`src/rtl/pe_seq_if.sv`:
```
// Controller <-> PE datapath bundle: buffer/traversal status and psum handshake in, sequencing strobes out.
// The master side is the controller; the datapath and psum memory sit on the slave side.
interface pe_seq_if #(
  parameter int FILTER_ADDR_WIDTH = 8,
  parameter int PIPE_DEPTH        = 3
);
  localparam int FILL_W = $clog2(PIPE_DEPTH + 1);

  logic                         start;
  logic                         IF_empty;
  logic                         reading_empty;
  logic                         filter_cannot_read;
  logic [FILTER_ADDR_WIDTH-1:0] filter_waddr;
  logic                         sp_valid;
  logic                         f_co;
  logic                         go_next_stride;
  logic                         stride_ended;
  logic                         ended;
  logic                         go_next_filter;
  logic                         is_last_filter;
  logic                         psum_mode;
  logic                         psum_valid;
  logic                         psum_ready;
  logic                         psum_w_co;
  logic                         error;

  logic                         chip_en;
  logic                         global_rst;
  logic                         en_p_traverse;
  logic                         ren;
  logic                         ld_IF;
  logic                         i_en;
  logic                         mult_en;
  logic                         ld_result;
  logic                         en_f_counter;
  logic                         rst_f_counter;
  logic                         next_stride;
  logic                         next_filter;
  logic                         rst_stride;
  logic                         next_start;
  logic                         make_empty;
  logic                         rst_if_ctx;
  logic                         psum_ren;
  logic                         psum_wen;
  logic                         next_psum_raddr;
  logic                         next_psum_waddr;
  logic                         rst_psum_raddr;
  logic                         done;
  logic                         stall_signal;
  logic                         busy;
  logic                         timeout_err;
  logic [FILL_W-1:0]            fill_level;

  modport master (
    input  start, IF_empty, reading_empty, filter_cannot_read, filter_waddr, sp_valid,
           f_co, go_next_stride, stride_ended, ended, go_next_filter, is_last_filter,
           psum_mode, psum_valid, psum_ready, psum_w_co, error,
    output chip_en, global_rst, en_p_traverse, ren, ld_IF, i_en, mult_en, ld_result,
           en_f_counter, rst_f_counter, next_stride, next_filter, rst_stride, next_start,
           make_empty, rst_if_ctx, psum_ren, psum_wen, next_psum_raddr, next_psum_waddr,
           rst_psum_raddr, done, stall_signal, busy, timeout_err, fill_level
  );

  modport slave (
    output start, IF_empty, reading_empty, filter_cannot_read, filter_waddr, sp_valid,
           f_co, go_next_stride, stride_ended, ended, go_next_filter, is_last_filter,
           psum_mode, psum_valid, psum_ready, psum_w_co, error,
    input  chip_en, global_rst, en_p_traverse, ren, ld_IF, i_en, mult_en, ld_result,
           en_f_counter, rst_f_counter, next_stride, next_filter, rst_stride, next_start,
           make_empty, rst_if_ctx, psum_ren, psum_wen, next_psum_raddr, next_psum_waddr,
           rst_psum_raddr, done, stall_signal, busy, timeout_err, fill_level
  );
endinterface

```
`src/rtl/pe_seq_controller.sv`:
```
// PE sequencer: arm, find start pointer, fill/run/drain the PIPE_DEPTH pipeline, commit psum over valid/ready.
// Strobes are combinational from registered state; freeze stalls FILL/RUN, psum waits are watchdog-bounded.
module pe_seq_controller #(
  parameter int FILTER_ADDR_WIDTH = 8,
  parameter int PIPE_DEPTH        = 3,
  parameter int WAIT_LIMIT        = 255
) (
  input  logic     clk,
  input  logic     reset,
  pe_seq_if.master bus
);
  localparam int FILL_W = $clog2(PIPE_DEPTH + 1);
  localparam int WAIT_W = $clog2(WAIT_LIMIT + 1);
  localparam logic [FILL_W-1:0] FILL_PRE = FILL_W'(PIPE_DEPTH - 2);
  localparam logic [WAIT_W-1:0] WAIT_MAX = WAIT_W'(WAIT_LIMIT - 1);

  typedef enum logic [3:0] {
    S_IDLE, S_ARM, S_WAIT_DATA, S_FIND_SP, S_FILL, S_RUN, S_DRAIN,
    S_PSUM_RD, S_PSUM_WR, S_NEXT_IF, S_UPDATE_SP, S_DONE, S_ERROR
  } state_t;

  state_t              state, state_nxt;
  logic [FILL_W-1:0]   fill_q;
  logic [WAIT_W-1:0]   wait_cnt;
  logic                timeout_q;
  logic                timeout_hit;

  logic freeze, run, in_wait, wait_hit;
  assign freeze   = bus.reading_empty | bus.filter_cannot_read | !bus.sp_valid;
  assign run      = !freeze & !bus.f_co;
  assign in_wait  = (state == S_PSUM_RD) || (state == S_PSUM_WR);
  assign wait_hit = (wait_cnt == WAIT_MAX);

  always_ff @(posedge clk) begin
    if (reset) state <= S_IDLE;
    else       state <= state_nxt;
  end

  always_comb begin
    state_nxt   = state;
    timeout_hit = 1'b0;
    case (state)
      S_IDLE:      if (bus.start) state_nxt = S_ARM;
      S_ARM:       if (!bus.start) state_nxt = S_WAIT_DATA;
      S_WAIT_DATA: if (!bus.IF_empty && bus.filter_waddr != {FILTER_ADDR_WIDTH{1'b0}})
                     state_nxt = S_FIND_SP;
      S_FIND_SP:   if (bus.sp_valid) state_nxt = S_FILL;
      S_FILL:      if (!freeze && fill_q >= FILL_PRE) state_nxt = S_RUN;
      S_RUN: begin
        // Layer-level filter advance outranks the window end.
        if (bus.go_next_filter && bus.is_last_filter) state_nxt = S_NEXT_IF;
        else if (bus.f_co && !freeze)                 state_nxt = S_DRAIN;
      end
      S_DRAIN:     if (fill_q <= FILL_W'(1)) state_nxt = bus.psum_mode ? S_PSUM_RD : S_PSUM_WR;
      S_PSUM_RD: begin
        if (bus.psum_valid) state_nxt = S_PSUM_WR;
        else if (wait_hit) begin
          state_nxt   = S_ERROR;
          timeout_hit = 1'b1;
        end
      end
      S_PSUM_WR: begin
        if (bus.psum_ready) state_nxt = bus.psum_w_co ? S_DONE : S_FILL;
        else if (wait_hit) begin
          state_nxt   = S_ERROR;
          timeout_hit = 1'b1;
        end
      end
      S_NEXT_IF:   state_nxt = S_UPDATE_SP;
      S_UPDATE_SP: state_nxt = S_FILL;
      S_DONE:      state_nxt = S_IDLE;
      S_ERROR:     state_nxt = S_ERROR;
      default:     state_nxt = S_IDLE;
    endcase
    if (bus.error && state != S_IDLE) state_nxt = S_ERROR;
  end

  always_ff @(posedge clk) begin
    if (reset) begin
      fill_q <= '0;
    end else begin
      case (state)
        S_ARM:     fill_q <= '0;
        S_FILL:    if (!freeze) fill_q <= fill_q + FILL_W'(1);
        S_DRAIN:   if (fill_q != '0) fill_q <= fill_q - FILL_W'(1);
        S_NEXT_IF: fill_q <= '0;
        default:   fill_q <= fill_q;
      endcase
    end
  end

  // Any state change restarts the count, so RD->WR gets a fresh budget.
  always_ff @(posedge clk) begin
    if (reset)                   wait_cnt <= '0;
    else if (state_nxt != state) wait_cnt <= '0;
    else if (in_wait)            wait_cnt <= wait_cnt + WAIT_W'(1);
    else                         wait_cnt <= '0;
  end

  always_ff @(posedge clk) begin
    if (reset)            timeout_q <= 1'b0;
    else if (timeout_hit) timeout_q <= 1'b1;
  end

  logic o_global_rst, o_en_p_traverse, o_ren, o_ld_IF, o_i_en, o_mult_en, o_ld_result;
  logic o_en_f_counter, o_rst_f_counter, o_next_stride, o_next_filter, o_rst_stride;
  logic o_next_start, o_make_empty, o_rst_if_ctx, o_psum_ren, o_psum_wen;
  logic o_next_psum_raddr, o_next_psum_waddr, o_rst_psum_raddr, o_done, o_stall;

  always_comb begin
    o_global_rst = 1'b0; o_en_p_traverse = 1'b0; o_ren = 1'b0; o_ld_IF = 1'b0;
    o_i_en = 1'b0; o_mult_en = 1'b0; o_ld_result = 1'b0; o_en_f_counter = 1'b0;
    o_rst_f_counter = 1'b0; o_next_stride = 1'b0; o_next_filter = 1'b0; o_rst_stride = 1'b0;
    o_next_start = 1'b0; o_make_empty = 1'b0; o_rst_if_ctx = 1'b0; o_psum_ren = 1'b0;
    o_psum_wen = 1'b0; o_next_psum_raddr = 1'b0; o_next_psum_waddr = 1'b0;
    o_rst_psum_raddr = 1'b0; o_done = 1'b0; o_stall = 1'b0;
    case (state)
      S_ARM:     o_global_rst = 1'b1;
      S_FIND_SP: o_en_p_traverse = !bus.sp_valid;
      S_FILL: begin
        if (!freeze) begin
          o_ren     = 1'b1;
          o_ld_IF   = 1'b1;
          o_i_en    = 1'b1;
          o_mult_en = (fill_q != '0);
        end
      end
      S_RUN: begin
        o_ren          = run;
        o_ld_IF        = run;
        o_i_en         = run;
        o_mult_en      = run;
        o_ld_result    = run;
        o_en_f_counter = run;
        o_next_stride  = run & bus.go_next_stride & !bus.stride_ended & !bus.ended;
        o_next_filter  = !freeze & bus.go_next_filter;
        o_rst_stride   = !freeze & bus.go_next_filter;
      end
      S_DRAIN: begin
        o_ld_result = 1'b1;
        o_mult_en   = 1'b1;
      end
      S_PSUM_RD: o_psum_ren = 1'b1;
      S_PSUM_WR: begin
        o_psum_wen = 1'b1;
        if (bus.psum_ready) begin
          o_next_psum_waddr = 1'b1;
          o_rst_f_counter   = 1'b1;
          o_next_psum_raddr = bus.psum_mode;
        end
      end
      S_NEXT_IF: begin
        o_make_empty = 1'b1;
        o_rst_if_ctx = 1'b1;
        o_rst_stride = 1'b1;
      end
      S_UPDATE_SP: begin
        o_next_start     = 1'b1;
        o_rst_psum_raddr = bus.psum_mode;
      end
      S_DONE:  o_done  = 1'b1;
      S_ERROR: o_stall = 1'b1;
      default: ;
    endcase
  end

  assign bus.chip_en         = (state != S_IDLE);
  assign bus.busy            = (state != S_IDLE);
  assign bus.global_rst      = o_global_rst;
  assign bus.en_p_traverse   = o_en_p_traverse;
  assign bus.ren             = o_ren;
  assign bus.ld_IF           = o_ld_IF;
  assign bus.i_en            = o_i_en;
  assign bus.mult_en         = o_mult_en;
  assign bus.ld_result       = o_ld_result;
  assign bus.en_f_counter    = o_en_f_counter;
  assign bus.rst_f_counter   = o_rst_f_counter;
  assign bus.next_stride     = o_next_stride;
  assign bus.next_filter     = o_next_filter;
  assign bus.rst_stride      = o_rst_stride;
  assign bus.next_start      = o_next_start;
  assign bus.make_empty      = o_make_empty;
  assign bus.rst_if_ctx      = o_rst_if_ctx;
  assign bus.psum_ren        = o_psum_ren;
  assign bus.psum_wen        = o_psum_wen;
  assign bus.next_psum_raddr = o_next_psum_raddr;
  assign bus.next_psum_waddr = o_next_psum_waddr;
  assign bus.rst_psum_raddr  = o_rst_psum_raddr;
  assign bus.done            = o_done;
  assign bus.stall_signal    = o_stall;
  assign bus.timeout_err     = timeout_q;
  assign bus.fill_level      = fill_q;
endmodule

```
`src/flat_wrapper.sv`:
```
// flat-port wrapper written by rule: the top's interface ports become plain ports
module pe_seq_controller_flat 
#(
  parameter int FILTER_ADDR_WIDTH = 8,
  parameter int PIPE_DEPTH        = 3,
  parameter int WAIT_LIMIT        = 255
)
  (clk, reset, bus_start, bus_IF_empty, bus_reading_empty, bus_filter_cannot_read, bus_filter_waddr, bus_sp_valid, bus_f_co, bus_go_next_stride, bus_stride_ended, bus_ended, bus_go_next_filter, bus_is_last_filter, bus_psum_mode, bus_psum_valid, bus_psum_ready, bus_psum_w_co, bus_error, bus_chip_en, bus_global_rst, bus_en_p_traverse, bus_ren, bus_ld_IF, bus_i_en, bus_mult_en, bus_ld_result, bus_en_f_counter, bus_rst_f_counter, bus_next_stride, bus_next_filter, bus_rst_stride, bus_next_start, bus_make_empty, bus_rst_if_ctx, bus_psum_ren, bus_psum_wen, bus_next_psum_raddr, bus_next_psum_waddr, bus_rst_psum_raddr, bus_done, bus_stall_signal, bus_busy, bus_timeout_err, bus_fill_level);
  pe_seq_if #(.FILTER_ADDR_WIDTH(FILTER_ADDR_WIDTH), .PIPE_DEPTH(PIPE_DEPTH)) bus_i ();
  input  logic clk;
  input  logic reset;
  input wire logic [$bits(bus_i.start)-1:0] bus_start;
  input wire logic [$bits(bus_i.IF_empty)-1:0] bus_IF_empty;
  input wire logic [$bits(bus_i.reading_empty)-1:0] bus_reading_empty;
  input wire logic [$bits(bus_i.filter_cannot_read)-1:0] bus_filter_cannot_read;
  input wire logic [$bits(bus_i.filter_waddr)-1:0] bus_filter_waddr;
  input wire logic [$bits(bus_i.sp_valid)-1:0] bus_sp_valid;
  input wire logic [$bits(bus_i.f_co)-1:0] bus_f_co;
  input wire logic [$bits(bus_i.go_next_stride)-1:0] bus_go_next_stride;
  input wire logic [$bits(bus_i.stride_ended)-1:0] bus_stride_ended;
  input wire logic [$bits(bus_i.ended)-1:0] bus_ended;
  input wire logic [$bits(bus_i.go_next_filter)-1:0] bus_go_next_filter;
  input wire logic [$bits(bus_i.is_last_filter)-1:0] bus_is_last_filter;
  input wire logic [$bits(bus_i.psum_mode)-1:0] bus_psum_mode;
  input wire logic [$bits(bus_i.psum_valid)-1:0] bus_psum_valid;
  input wire logic [$bits(bus_i.psum_ready)-1:0] bus_psum_ready;
  input wire logic [$bits(bus_i.psum_w_co)-1:0] bus_psum_w_co;
  input wire logic [$bits(bus_i.error)-1:0] bus_error;
  output wire logic [$bits(bus_i.chip_en)-1:0] bus_chip_en;
  output wire logic [$bits(bus_i.global_rst)-1:0] bus_global_rst;
  output wire logic [$bits(bus_i.en_p_traverse)-1:0] bus_en_p_traverse;
  output wire logic [$bits(bus_i.ren)-1:0] bus_ren;
  output wire logic [$bits(bus_i.ld_IF)-1:0] bus_ld_IF;
  output wire logic [$bits(bus_i.i_en)-1:0] bus_i_en;
  output wire logic [$bits(bus_i.mult_en)-1:0] bus_mult_en;
  output wire logic [$bits(bus_i.ld_result)-1:0] bus_ld_result;
  output wire logic [$bits(bus_i.en_f_counter)-1:0] bus_en_f_counter;
  output wire logic [$bits(bus_i.rst_f_counter)-1:0] bus_rst_f_counter;
  output wire logic [$bits(bus_i.next_stride)-1:0] bus_next_stride;
  output wire logic [$bits(bus_i.next_filter)-1:0] bus_next_filter;
  output wire logic [$bits(bus_i.rst_stride)-1:0] bus_rst_stride;
  output wire logic [$bits(bus_i.next_start)-1:0] bus_next_start;
  output wire logic [$bits(bus_i.make_empty)-1:0] bus_make_empty;
  output wire logic [$bits(bus_i.rst_if_ctx)-1:0] bus_rst_if_ctx;
  output wire logic [$bits(bus_i.psum_ren)-1:0] bus_psum_ren;
  output wire logic [$bits(bus_i.psum_wen)-1:0] bus_psum_wen;
  output wire logic [$bits(bus_i.next_psum_raddr)-1:0] bus_next_psum_raddr;
  output wire logic [$bits(bus_i.next_psum_waddr)-1:0] bus_next_psum_waddr;
  output wire logic [$bits(bus_i.rst_psum_raddr)-1:0] bus_rst_psum_raddr;
  output wire logic [$bits(bus_i.done)-1:0] bus_done;
  output wire logic [$bits(bus_i.stall_signal)-1:0] bus_stall_signal;
  output wire logic [$bits(bus_i.busy)-1:0] bus_busy;
  output wire logic [$bits(bus_i.timeout_err)-1:0] bus_timeout_err;
  output wire logic [$bits(bus_i.fill_level)-1:0] bus_fill_level;
  assign bus_i.start = bus_start;
  assign bus_i.IF_empty = bus_IF_empty;
  assign bus_i.reading_empty = bus_reading_empty;
  assign bus_i.filter_cannot_read = bus_filter_cannot_read;
  assign bus_i.filter_waddr = bus_filter_waddr;
  assign bus_i.sp_valid = bus_sp_valid;
  assign bus_i.f_co = bus_f_co;
  assign bus_i.go_next_stride = bus_go_next_stride;
  assign bus_i.stride_ended = bus_stride_ended;
  assign bus_i.ended = bus_ended;
  assign bus_i.go_next_filter = bus_go_next_filter;
  assign bus_i.is_last_filter = bus_is_last_filter;
  assign bus_i.psum_mode = bus_psum_mode;
  assign bus_i.psum_valid = bus_psum_valid;
  assign bus_i.psum_ready = bus_psum_ready;
  assign bus_i.psum_w_co = bus_psum_w_co;
  assign bus_i.error = bus_error;
  assign bus_chip_en = bus_i.chip_en;
  assign bus_global_rst = bus_i.global_rst;
  assign bus_en_p_traverse = bus_i.en_p_traverse;
  assign bus_ren = bus_i.ren;
  assign bus_ld_IF = bus_i.ld_IF;
  assign bus_i_en = bus_i.i_en;
  assign bus_mult_en = bus_i.mult_en;
  assign bus_ld_result = bus_i.ld_result;
  assign bus_en_f_counter = bus_i.en_f_counter;
  assign bus_rst_f_counter = bus_i.rst_f_counter;
  assign bus_next_stride = bus_i.next_stride;
  assign bus_next_filter = bus_i.next_filter;
  assign bus_rst_stride = bus_i.rst_stride;
  assign bus_next_start = bus_i.next_start;
  assign bus_make_empty = bus_i.make_empty;
  assign bus_rst_if_ctx = bus_i.rst_if_ctx;
  assign bus_psum_ren = bus_i.psum_ren;
  assign bus_psum_wen = bus_i.psum_wen;
  assign bus_next_psum_raddr = bus_i.next_psum_raddr;
  assign bus_next_psum_waddr = bus_i.next_psum_waddr;
  assign bus_rst_psum_raddr = bus_i.rst_psum_raddr;
  assign bus_done = bus_i.done;
  assign bus_stall_signal = bus_i.stall_signal;
  assign bus_busy = bus_i.busy;
  assign bus_timeout_err = bus_i.timeout_err;
  assign bus_fill_level = bus_i.fill_level;
  pe_seq_controller #(.FILTER_ADDR_WIDTH(FILTER_ADDR_WIDTH), .PIPE_DEPTH(PIPE_DEPTH), .WAIT_LIMIT(WAIT_LIMIT)) u_core (.clk(clk), .reset(reset), .bus(bus_i));
endmodule
```
`config.mk`:
```
export PLATFORM = sky130hd
export DESIGN_NAME = pe_seq_controller_flat
export DESIGN_NICKNAME = d
export VERILOG_FILES = /design/src/rtl/pe_seq_if.sv /design/src/rtl/pe_seq_controller.sv /design/src/flat_wrapper.sv
export SDC_FILE = /design/constraint.sdc
export NUM_CORES = 1
export LEC_CHECK = 0
export ABC_AREA = 1
export CORE_UTILIZATION = 39
export CTS_BUF_LIST = sky130_fd_sc_hd__clkbuf_4 sky130_fd_sc_hd__clkbuf_8
export DETAILED_ROUTE_END_ITERATION = 8
export PLACE_DENSITY = 0.78
export SLEW_MARGIN = 5
export SYNTH_ARGS = -nofsm -noshare
export SYNTH_HDL_FRONTEND = slang
export SYNTH_SLANG_ARGS = --single-unit
```
`constraint.sdc`:
```
create_clock -name clk -period 1.6 [get_ports clk]
set_input_delay 0.4 -clock clk [delete_from_list [all_inputs] [get_ports clk]]
set_output_delay 0.4 -clock clk [all_outputs]
set_load 0.01 [all_outputs]
```
==> results.cfg <==
[status]
status = complete, but fails checks
violations = DRC, setup timing

[grt]
grt_pass1_vias = 1695
grt_overflow = 0
track_usage_pct = 30.16
grt_max_degree = 10
grt_pass1_wl_mm = 7.665
antenna_found_initial = 0

[power]
pwr-share-seq_pct = 14.1
comb_power_share_pct = 79.4
p_int_uw = 1937
power_uw = 3868
swShare_pct = 49.93
power.switching_uw = 1931
p_leak_uw = 0.001340
clockPowerShare_pct = 6.5
vdd_drop_max_mv = 1.149
p_per_area_nw_per_um2 = 1416

[synth]
yosysSeqAreaShare_pct = 25.18
async_reset_ff_share_pct = 0
synthCells = 191
synth-compound-area-share_pct = 7.450
synth_warnings = 0
synth_most_common_cell = nor2_1
synth_mux_area_share_pct = 0
synth_flop_cell = dfxtp_1
yosys-top-cells-count = 42 x nor2_1, 37 x nand2_1, 23 x inv_1
synth_top_area_share_pct = 25.18
postSynthAreaPerCell_um2 = 6.243
synth-seq-cells = 15
syn_nets = 221
yosys.area_share.simple_pct = 46.80
synthesis.area_um2 = 1192
synth_top_family_by_area = simple AND/OR/NAND/NOR gates
synth_top_area_cell = dfxtp_1
yosys-top-cells-area = dfxtp_1 25%, nor2_1 13%, nand2_1 12%
synth_edf_count = 0
synth_fa_ha_area_share_pct = 4.197
synthXorXnorAreaFrac_pct = 4.407
synthDistinctLibCells = 29

[final_layout]
fin_util_pct = 96.59
multi_input_area_um2 = 1052
n_antenna_cell = 0
layout.area.seq_um2 = 315.3
drive_above_1_share_pct = 59.50
fin_area_um2 = 2733
fill_cells = 54
areaGrowthSynthToFinish_pct = 129.2
nets = 352

[critical_path]
start_kind = flop
r2r_slack_ps = -520
critical_path_class = flop to flop
rr_endpoint = u_core.wait_cnt[6]$_SDFF_PP0_
crit_fanout = 8
reg2reg_from = u_core.wait_cnt[1]$_SDFF_PP0_
rr_worst_depth = 13
endpoint_kind = flop
crit_arrival_ps = 2370
cp.required_ps = 1850

[sta]
max_freq_mhz = 470.9
setup_viol = 38
tightest_slew_ps = 319.4
rsz0062_at_grt = true
layout_setup_ws_ps = -523.5
holdWs_ps = 569.1
max-slew-margin-rel_pct = 78.66
final_max_slew_viol_count = 0
clock_skew_ps = 13.43
hold_viol = 0
post-route-period-util_pct = 132.7
fin_crit_ps = 2123
fin_setup_tns_ps = -10830

[route]
drc = 6
wl_per_cell_um = 22.90
ant_nets = 0
routed_via_density = 6.162
wirelength_mm = 8.061
vias = 2169
drtIter0Drc = 309
first_pass_iters = 9

[floorplan]
dieArea_um2 = 3283
rows = 19
die_y_um = 57.30
start_util_pct = 42.15
ios = 53
core_um2 = 2829
die_w_um = 57.30

[place]
dp.final_hpwl_mm = 3.211
port_buffers = 52
place_congestion = 0.9525
dpl-instance-area_um2 = 2228

[clock_network]
cts_buffer_depth = 2
hold_buffers = 0
worst_skew_pair.late_latency_ps = 320
clock_sinks = 15
clockRootBuffer = clkbuf_4
cts_tree = yes
clkTransAtPathRegs_ps = 110
numCtsBuffers = 3
htreeDepth = 1

[worst_hold_path]
hold_class = flop to flop
min_from = u_core.wait_cnt[0]$_SDFF_PP0_
holdPathEnd = u_core.wait_cnt[0]$_SDFF_PP0_
holdPathStages = 2

[run]
drv_cap = 0
cells by family after synthesis:
kind of cell / Yosys count
AOI/OAI and AO/OA: 13
adders and majority gates: 4
and+or+nand+nor: 120
xor gates and xnor gates: 6
DFF: 15
buffers and inverters: 33
per-stage QoR:
step | cells | setup WS (ps)
6_report | 352 | -523.5
3_5_place_dp | 330 | -955.0
2_1_floorplan | 191 | -24.36
4_1_cts | 339 | -306.2
3_3_place_gp | 330 | -889.3
5_1_grt | 352 | -623.7
worst max-delay path, cell delays in order, from the launching register on:
cell and delay (ps):
dfxtp_1 420, ha_4 160, nand2_2 50, nor2_2 160, nand2_2 120, nand2_1 110
nor2_2 70, nor2_1 180, nand2_1 120, nand3_1 100, nand2_1 70, nor2_2 170
nand3_4 160, nor2_2 160
state kept, by name, summed over array words and instances, names as in the netlist:
signal	cells
u_core.wait_cnt	8
u_core.state	4
u_core.bus.fill_level	2
u_core.bus.timeout_err	1
routing by layer:
metal	wire length [µm]	vias up	track usage, %	share of wire [%]
met2	3652	230	55.46	45
li1	-	860	-	-
met3	880	100	4.308	11
met5	0	-	0	0
met1	2685	979	35.75	33
met4	843	0	10.10	10
cell type report:
class,instances,area share (%)
Inverter,27,4.258
Clock inverter,1,0.1832
Timing Repair Buffer,132,43.27
Sequential cell,15,11.54
Clock buffer,3,0.8242
Multi-Input combinational cell,143,38.51
Tap cell,31,1.419
power groups by stage:
stage	clock network, µW	registers, µW	logic, µW
5_1_grt	256	546	3150
3_5_place_dp	0	494	1920
4_1_cts	225	504	2320
3_3_place_gp	0	493	1890
6_report	250	545	3070
2_1_floorplan	0	530	857
what timing repair did:
item                       CTS  global route
resized for setup          166            62
buffers inserted             5            14
pin swaps                   20            39
setup endpoints to repair   38            39
worst max path at each step:
stage                                        startpoint                            end  slack (ps)
final                     u_core.wait_cnt[1]$_SDFF_PP0_  u_core.wait_cnt[6]$_SDFF_PP0_        -520
after global placement           bus_filter_cannot_read                bus_next_stride        -890
after global routing      u_core.wait_cnt[0]$_SDFF_PP0_  u_core.wait_cnt[6]$_SDFF_PP0_        -620
after CTS                    u_core.state[3]$_SDFF_PP0_                bus_next_stride        -310
after floorplan                  bus_filter_cannot_read                bus_next_stride         -20
after detailed placement         bus_filter_cannot_read                bus_next_stride        -960
cells in the final DEF (no fill, tap or decap), types with 2 or more instances in the layout:
cell,n
clkdlybuf4s50_1,20
inv_2,8
inv_1,15
inv_4,3
nand2_2,11
xor2_1,3
a211oi_1,2
dlymetal6s2s_1,2
dfxtp_4,3
ha_4,2
nand3_2,3
nand2_4,7
buf_2,8
dfxtp_1,9
nor2_2,15
buf_4,57
a21oi_1,5
nand2_8,2
nor3_2,4
nand2_1,22
nand4_1,3
nand3b_1,2
buf_6,39
nand3_1,12
or2_4,2
ha_1,2
nor2_1,22
dfxtp_2,3
nor2_4,11
xnor2_1,3
dlygate4sd2_1,4
clkbuf_4,3
Note: power is estimated with default switching activity, not from simulation.
